[config.mk]
export PLATFORM = sky130hd
export DESIGN_NAME = memory_controller
export DESIGN_NICKNAME = d
export VERILOG_FILES = /design/src/rtl/memory_controller.sv
export SDC_FILE = /design/constraint.sdc
export NUM_CORES = 1
export LEC_CHECK = 0
export BUFFER_PORTS_ARGS = -buffer_cell sky130_fd_sc_hd__buf_2
export CAP_MARGIN = 30
export CORE_UTILIZATION = 37
export CTS_CLUSTER_DIAMETER = 40
export CTS_CLUSTER_SIZE = 24
export DETAILED_ROUTE_END_ITERATION = 16
export PLACE_DENSITY = 0.82
export SYNTH_ARGS = -nofsm -noshare
export SYNTH_HDL_FRONTEND = slang
export SYNTH_SLANG_ARGS = --single-unit
export TNS_END_PERCENT = 10
[constraint.sdc]
create_clock -name clk -period 1.05 [get_ports clk]
set_input_delay 0.21 -clock clk [delete_from_list [all_inputs] [get_ports clk]]
set_output_delay 0.21 -clock clk [all_outputs]
set_load 0.03 [all_outputs]
[src/rtl/memory_controller.sv]
// Bus arbiter between a CPU-side cache and an external snooping agent.
// A snoop that hits a MODIFIED line is written back to main memory and downgraded to SHARED before the agent is released.
module memory_controller #(
    parameter int unsigned LINE_W = 66,
    parameter int unsigned ADDR_W = 32
) (
    input  logic              clk,
    input  logic              reset,
    input  logic              req_CPU,
    input  logic              req_EXT,
    input  logic [LINE_W-1:0] read_line,
    input  logic [ADDR_W-1:0] address_wanted_from_memory,
    input  logic [1:0]        rd_mesi_state,
    input  logic              read_mm_completed,
    output logic [LINE_W-1:0] write_line,
    output logic              we,
    output logic              we_to_mm,
    output logic              gnt_CPU,
    output logic              gnt_EXT,
    output logic              release_EXT
);

    localparam int unsigned DATA_W = LINE_W - 2;
    localparam logic [1:0]  MESI_S = 2'b01;
    localparam logic [1:0]  MESI_M = 2'b11;

    typedef enum logic [1:0] {
        ST_IDLE = 2'b00,
        ST_CPU  = 2'b01,
        ST_EXT  = 2'b10,
        ST_WB   = 2'b11
    } state_t;

    state_t              r_state;
    state_t              w_next_state;
    logic                w_we;
    logic                w_we_to_mm;
    logic                w_release;
    logic [LINE_W-1:0]   w_write_line;
    logic [LINE_W-1:0]   r_write_line;
    logic                r_we;
    logic                r_we_to_mm;
    logic                r_gnt_cpu;
    logic                r_gnt_ext;
    logic                r_release;

    // The address only travels alongside the transaction; nothing here needs it.
    logic w_unused_addr;
    assign w_unused_addr = ^address_wanted_from_memory;

    // State register; outputs are registered from the next-state decode so they track the registered state.
    always_ff @(posedge clk or negedge reset) begin
        if (!reset) begin
            r_state      <= ST_IDLE;
            r_write_line <= '0;
            r_we         <= 1'b0;
            r_we_to_mm   <= 1'b0;
            r_gnt_cpu    <= 1'b0;
            r_gnt_ext    <= 1'b0;
            r_release    <= 1'b0;
        end else begin
            r_state      <= w_next_state;
            r_write_line <= w_write_line;
            r_we         <= w_we;
            r_we_to_mm   <= w_we_to_mm;
            r_gnt_cpu    <= (w_next_state == ST_CPU);
            r_gnt_ext    <= (w_next_state == ST_EXT) || (w_next_state == ST_WB);
            r_release    <= w_release;
        end
    end

    // Next-state and next-output decode.
    always_comb begin
        w_next_state = r_state;
        w_we         = 1'b0;
        w_we_to_mm   = 1'b0;
        w_release    = 1'b0;
        w_write_line = '0;
        case (r_state)
            ST_IDLE: begin
                if (req_CPU) begin
                    w_next_state = ST_CPU;
                end else if (req_EXT) begin
                    w_next_state = ST_EXT;
                end
            end
            ST_CPU: begin
                // CPU keeps the bus until it lets go; no preemption.
                if (!req_CPU) begin
                    w_next_state = req_EXT ? ST_EXT : ST_IDLE;
                end
            end
            ST_EXT: begin
                if (rd_mesi_state == MESI_M) begin
                    w_next_state = ST_WB;
                    w_we_to_mm   = 1'b1;
                    w_write_line = read_line;
                end else if (!req_EXT) begin
                    w_next_state = req_CPU ? ST_CPU : ST_IDLE;
                end
            end
            ST_WB: begin
                // Flush runs to completion even if the snoop request is withdrawn.
                if (read_mm_completed) begin
                    w_next_state = ST_EXT;
                    w_we         = 1'b1;
                    w_release    = 1'b1;
                    w_write_line = {MESI_S, read_line[DATA_W-1:0]};
                end else begin
                    w_we_to_mm   = 1'b1;
                    w_write_line = read_line;
                end
            end
            default: begin
                w_next_state = ST_IDLE;
            end
        endcase
    end

    assign write_line  = r_write_line;
    assign we          = r_we;
    assign we_to_mm    = r_we_to_mm;
    assign gnt_CPU     = r_gnt_cpu;
    assign gnt_EXT     = r_gnt_ext;
    assign release_EXT = r_release;

endmodule

# ---- Word level (Yosys, flattened, before mapping)
# Cells that the tools add are included.
dict set report op_classes {
  reduce_logical 2
  muxes 17
  n_eq_ne 7
}
# op n
set op_table {}
lappend op_table {{$mux 66} 2}
lappend op_table {{$pmux 66 s2} 1}
lappend op_table {{$mux 2} 7}
lappend op_table {{$eq 2x2->1 const B} 5}
lappend op_table {{$pmux 2 s4} 1}
lappend op_table {{$mux 1} 5}
lappend op_table {{$eq 2x1->1 const B} 2}
lappend op_table {{$logic_not 2->1} 1}
lappend op_table {{$pmux 1 s2} 1}
lappend op_table {{$logic_or 1x1->1} 1}
dict set report word_totals {
  input_bits 105
  register_bits 72
  wordCells 32
}

# ---- Longest topological paths before layout
dict set report logic_depth {
  ltp_word 6
  depth_mapped 4
  mapped_depth_nobuf 2
}

# ---- Worst setup path before layout
# Ideal clock, no wire load.
dict set report synth_timing {
  kind {register to register}
  startpoint {reg r_state[0]}
  endpoint {reg r_write_line[50], in the netlist write_line[50]}
  path_stages_with_launch 4
  required_time_ps 929
  setup_slack_ps -46
  arrival_ps 975
  n_path_buf 1
  cell_sequence {dfrtp_1 > a21oi_2 > clkbuf_1 > and3b_2}
}
dict set report synth_between {
  elab_chain_len 2
  word_cells_on_any_way 3
  classes_between {eq/ne (2); mux (1)}
}
# element line
set synth_rtl {}
lappend synth_rtl {{start: declaration} 34} ;# state_t r_state;
lappend synth_rtl {{start signal: assignment} 62} ;# r_state <= w_next_state;
lappend synth_rtl {{$eq 2x2->1} 79} ;# case (r_state)
lappend synth_rtl {{$pmux 66 s2 *} 79}
lappend synth_rtl {{named net w_write_line[50]} 39} ;# logic [LINE_W-1:0] w_write_line;
lappend synth_rtl {{end signal: assignment} 63} ;# r_write_line <= w_write_line;
lappend synth_rtl {{end: declaration} 40} ;# logic [LINE_W-1:0] r_write_line;
# The timed path passes the listed nets; every way through them passes the cells marked *.

# ---- Final worst setup path
dict set report layout_timing {
  startpoint {reg r_state[0]}
  endpoint {reg r_write_line[42], in the netlist write_line[42]}
}
# Same word-level chain as after synthesis.

==> results.rst <==
.. list-table::
   :header-rows: 1

   * - Metric
     - Value
   * - Peak supply drop
     - 1.15 mV
   * - Violations in the final reports
     - negative setup slack
   * - CTS tree
     - yes
   * - Remaining Overflow, GRT
     - 0
   * - Crit path setup slack, layout
     - -0.130 ns
   * - Internal Pwr Total
     - 5.83 mW
   * - Sequential Power Share
     - 0.399
   * - Switching Fraction
     - 0.323
   * - Library cells used by synthesis
     - 19
   * - Dominant cell by count in the synthesized netlist
     - sky130_fd_sc_hd__dfrtp_1
   * - Number of vias per cell
     - 4.44
   * - Clk_lat worst skew
     - 0.33 ns
   * - Top metal layer carrying routed signals
     - met4
   * - Starting utilization of the core area
     - 0.381
   * - Port bufs
     - 143
   * - Wire length of the first global-routing pass
     - 9.25 mm
   * - Largest net degree at the start of global routing
     - 39
   * - Crit path launch type
     - register
   * - Clock Tree Buf Depth
     - 2
   * - Area fraction of the dominant cell type after synthesis
     - 0.696
   * - Antenna diode count
     - 0
   * - Final number of setup-violating endpoints
     - 131
   * - Required time at the worst-slack endpoint
     - 1.28 ns
   * - Library cell used as clock root buffer
     - sky130_fd_sc_hd__clkbuf_8
   * - DIE AREA
     - 0.00734 sq mm
   * - CTS Buf Count
     - 9
   * - Initial drt markers
     - 83
   * - Post-route ant nets
     - 0
   * - Yosys reg bits
     - 72
   * - Routed via count
     - 1857
   * - Area of the mapped netlist
     - 0.00259 sq mm
   * - Data arrival time at the worst-slack endpoint
     - 1.41 ns
   * - Share of flip-flops with an asynchronous set or reset after synthesis
     - 1.00
   * - Floorplan core area
     - 0.00679 sq mm
   * - Worst min path class
     - in2reg
   * - Number of nets at the end of the flow
     - 423
   * - Total nets after synthesis
     - 272
   * - Area grow syn2layout
     - 61.2%
   * - Synth top area cells
     - sky130_fd_sc_hd__dfrtp_1 (70%), sky130_fd_sc_hd__and3b_1 (19%), sky130_fd_sc_hd__and3b_2 (2.7%), sky130_fd_sc_hd__buf_6 (2.6%), sky130_fd_sc_hd__clkbuf_1 (1.2%)
   * - Worst Max-Slew Pin Slew
     - 0.416 ns
   * - Final-report hold violation count
     - 0
   * - Routed length per instance
     - 14.7 um
   * - Register clock-pin slew on the reported worst setup and hold paths
     - 0.08 ns
   * - Placed wire-length estimate
     - 3.95 mm
   * - Std cell rows
     - 30
   * - Count of yosys warnings during synthesis
     - 0
   * - RSZ-0062 raised after global routing
     - yes
   * - Die X
     - 85.6 um
   * - Logic pwr share
     - 0.353
   * - Gate Count Post-Synth
     - 167
   * - Static Leakage
     - 2.33 nW
   * - Clock network fraction of design power
     - 0.248
   * - Max-slew violations
     - 0
   * - Total length of routed wires
     - 6.15 mm
   * - Total length of routed met3 wires
     - 409 um
   * - Number of primary I/O pins
     - 176
   * - Highest fanout seen on the critical path
     - 15
   * - Dominant register cell in the synthesized netlist
     - sky130_fd_sc_hd__dfrtp_1
   * - Power density normalized to cell area
     - 2060 mW/mm^2
   * - Ratio of final minimum period to clock period
     - 1.12
   * - Leading cell types by count after synthesis
     - sky130_fd_sc_hd__dfrtp_1 (72), sky130_fd_sc_hd__and3b_1 (57), sky130_fd_sc_hd__clkbuf_1 (8), sky130_fd_sc_hd__and3b_2 (7), sky130_fd_sc_hd__buf_6 (6)
   * - Met2 wirelength from detailed routing
     - 3.30 mm
   * - Post-synthesis sequential area ratio
     - 0.696
   * - Count of flip-flops with a built-in enable after synthesis
     - 0
   * - Depth of the most critical reg-to-reg path
     - 4
   * - Upper clock frequency limit
     - 847 MHz
   * - # Max-Cap Violations
     - 0
   * - Post-synthesis cell type with the largest combined area
     - sky130_fd_sc_hd__dfrtp_1
   * - Minimum setup slack after placement
     - -0.0756 ns
   * - Number of levels the H-tree was split into
     - 3
   * - Mean Syn Cell Area
     - 15.5 sq um
   * - GPL Wtd Cong
     - 0.641
   * - Residual DRC
     - 0
   * - Die span in y
     - 85.6 um
   * - Post-layout minimum cycle time
     - 1.18 ns
   * - M1 wire length
     - 2.30 mm
   * - Core utilization of the finished layout
     - 0.614
   * - Proportion of layout cells with a drive suffix above 1
     - 0.556
   * - Total clock sinks
     - 72
   * - Via count of the first global-routing pass
     - 1987
   * - Net load switching power
     - 2.78 mW
   * - All-layer global routing usage
     - 0.167
   * - Cell depth of the worst min-delay path
     - 2
   * - Number of detailed-routing iterations run before antenna repair
     - 4
   * - Kind of end point of the critical path
     - register
   * - Kind of critical path
     - reg2reg
   * - Slew headroom
     - 0.723
   * - Largest clock skew in the final design
     - 0.00587 ns
   * - Number of antenna violations at the first check in global routing
     - 0
   * - Result of the run
     - finished with violations
==> through the flow <==
stage / cells / setup TNS [ns] / instance area (sq um) / total power [mW] / hold slack (ns)
6_report: 418 / -7.78 / 4170 / 8.61 / 0.109
5_1_grt: 418 / -13.31 / 4170 / 9.01 / 0.0912
4_1_cts: 414 / -6.39 / 4090 / 8.51 / 0.0915
3_5_place_dp: 398 / -3.28 / 3450 / 5.77 / 0.186
3_3_place_gp: 398 / -1.94 / 3450 / 5.71 / 0.181
2_1_floorplan: 167 / -1.76 / 2590 / 4.97 / -0.0856
==> worst paths after layout <==
check | startpoint | to | slack, ns
worst max-delay path | r_state[0] | write_line[42] | -0.13
worst min-delay path | read_line[45] | write_line[45] | 0.11
worst max register to register | r_state[0] | write_line[42] | -0.13
worst min register to register | r_state[1] | gnt_CPU | 0.68
max in group asynchronous | reset | write_line[34] | 0.28
min in group asynchronous | reset | write_line[18] | 0.37
==> power by group through the flow <==
stage	Clock (mW)	Combinational (mW)	Sequential, mW
after CTS	2.21	2.87	3.43
after floorplan	0	0.758	4.21
after detailed placement	0	2.38	3.38
after global placement	0	2.34	3.37
final	2.13	3.04	3.44
after global routing	2.32	3.22	3.47
==> metal layers <==
| layer | vias up | track usage |
|---|---|---|
| met3 | 13 | 0.0693 |
| li1 | 872 | - |
| met1 | 887 | 0.175 |
| met5 | - | 0 |
| met4 | 0 | 0.0667 |
| met2 | 85 | 0.298 |
==> cells in the final DEF (no fill, tap or decap) <==
master	n
sky130_fd_sc_hd__nor3b_1	1
sky130_fd_sc_hd__dfrtp_2	1
sky130_fd_sc_hd__clkbuf_16	2
sky130_fd_sc_hd__buf_2	71
sky130_fd_sc_hd__bufinv_16	1
sky130_fd_sc_hd__dlygate4sd3_1	1
sky130_fd_sc_hd__a21oi_4	1
sky130_fd_sc_hd__a21oi_1	2
sky130_fd_sc_hd__and3_1	1
sky130_fd_sc_hd__and3b_1	57
sky130_fd_sc_hd__inv_1	1
sky130_fd_sc_hd__buf_6	71
sky130_fd_sc_hd__a21boi_1	1
sky130_fd_sc_hd__nand2_1	1
sky130_fd_sc_hd__nand3b_1	1
sky130_fd_sc_hd__a22o_1	2
sky130_fd_sc_hd__nand4b_1	1
sky130_fd_sc_hd__buf_12	6
sky130_fd_sc_hd__clkbuf_8	10
sky130_fd_sc_hd__buf_4	5
sky130_fd_sc_hd__clkinvlp_4	3
sky130_fd_sc_hd__a211o_1	1
sky130_fd_sc_hd__clkinv_2	1
sky130_fd_sc_hd__o21a_1	1
sky130_fd_sc_hd__and3b_2	7
sky130_fd_sc_hd__o211ai_1	1
sky130_fd_sc_hd__dfrtp_1	71
==> state kept, by name, indices dropped and copies added, names as in the netlist <==
signal / flops
we_to_mm: 1
release_EXT: 1
gnt_EXT: 1
gnt_CPU: 1
write_line: 66
r_state: 2
==> critical path, cell delays in order, from the launching register on <==
cell and delay (ns):
sky130_fd_sc_hd__dfrtp_1 0.42, sky130_fd_sc_hd__a21oi_4 0.16, sky130_fd_sc_hd__buf_12 0.14, sky130_fd_sc_hd__clkbuf_16 0.16, sky130_fd_sc_hd__and3b_1 0.19
==> timing repair <==
item                       CTS  global route
hold endpoints to repair    72             0
resized for setup          141             2
setup endpoints to repair  137           138
cloned                       0             2
buffers inserted             0             2
hold buffers                 1             0
pin swaps                    2             2
==> kinds of logic after synthesis <==
logic type / synth area share
DFF: 0.696
AOI/OAI and AO/OA: 0.0261
buffers and inverters: 0.0449
and+or+nand+nor: 0.233
==> final cells by class <==
class,count,area (sq um)
well taps,96,120
inverters,1,3.75
multi-input cells,78,678
fillers,522,2620
clock buffers,10,138
flip-flops and latches,72,1800
clock inverters,5,57.6
repair buffers,156,1370
Note: power is estimated with default switching activity, not from simulation.
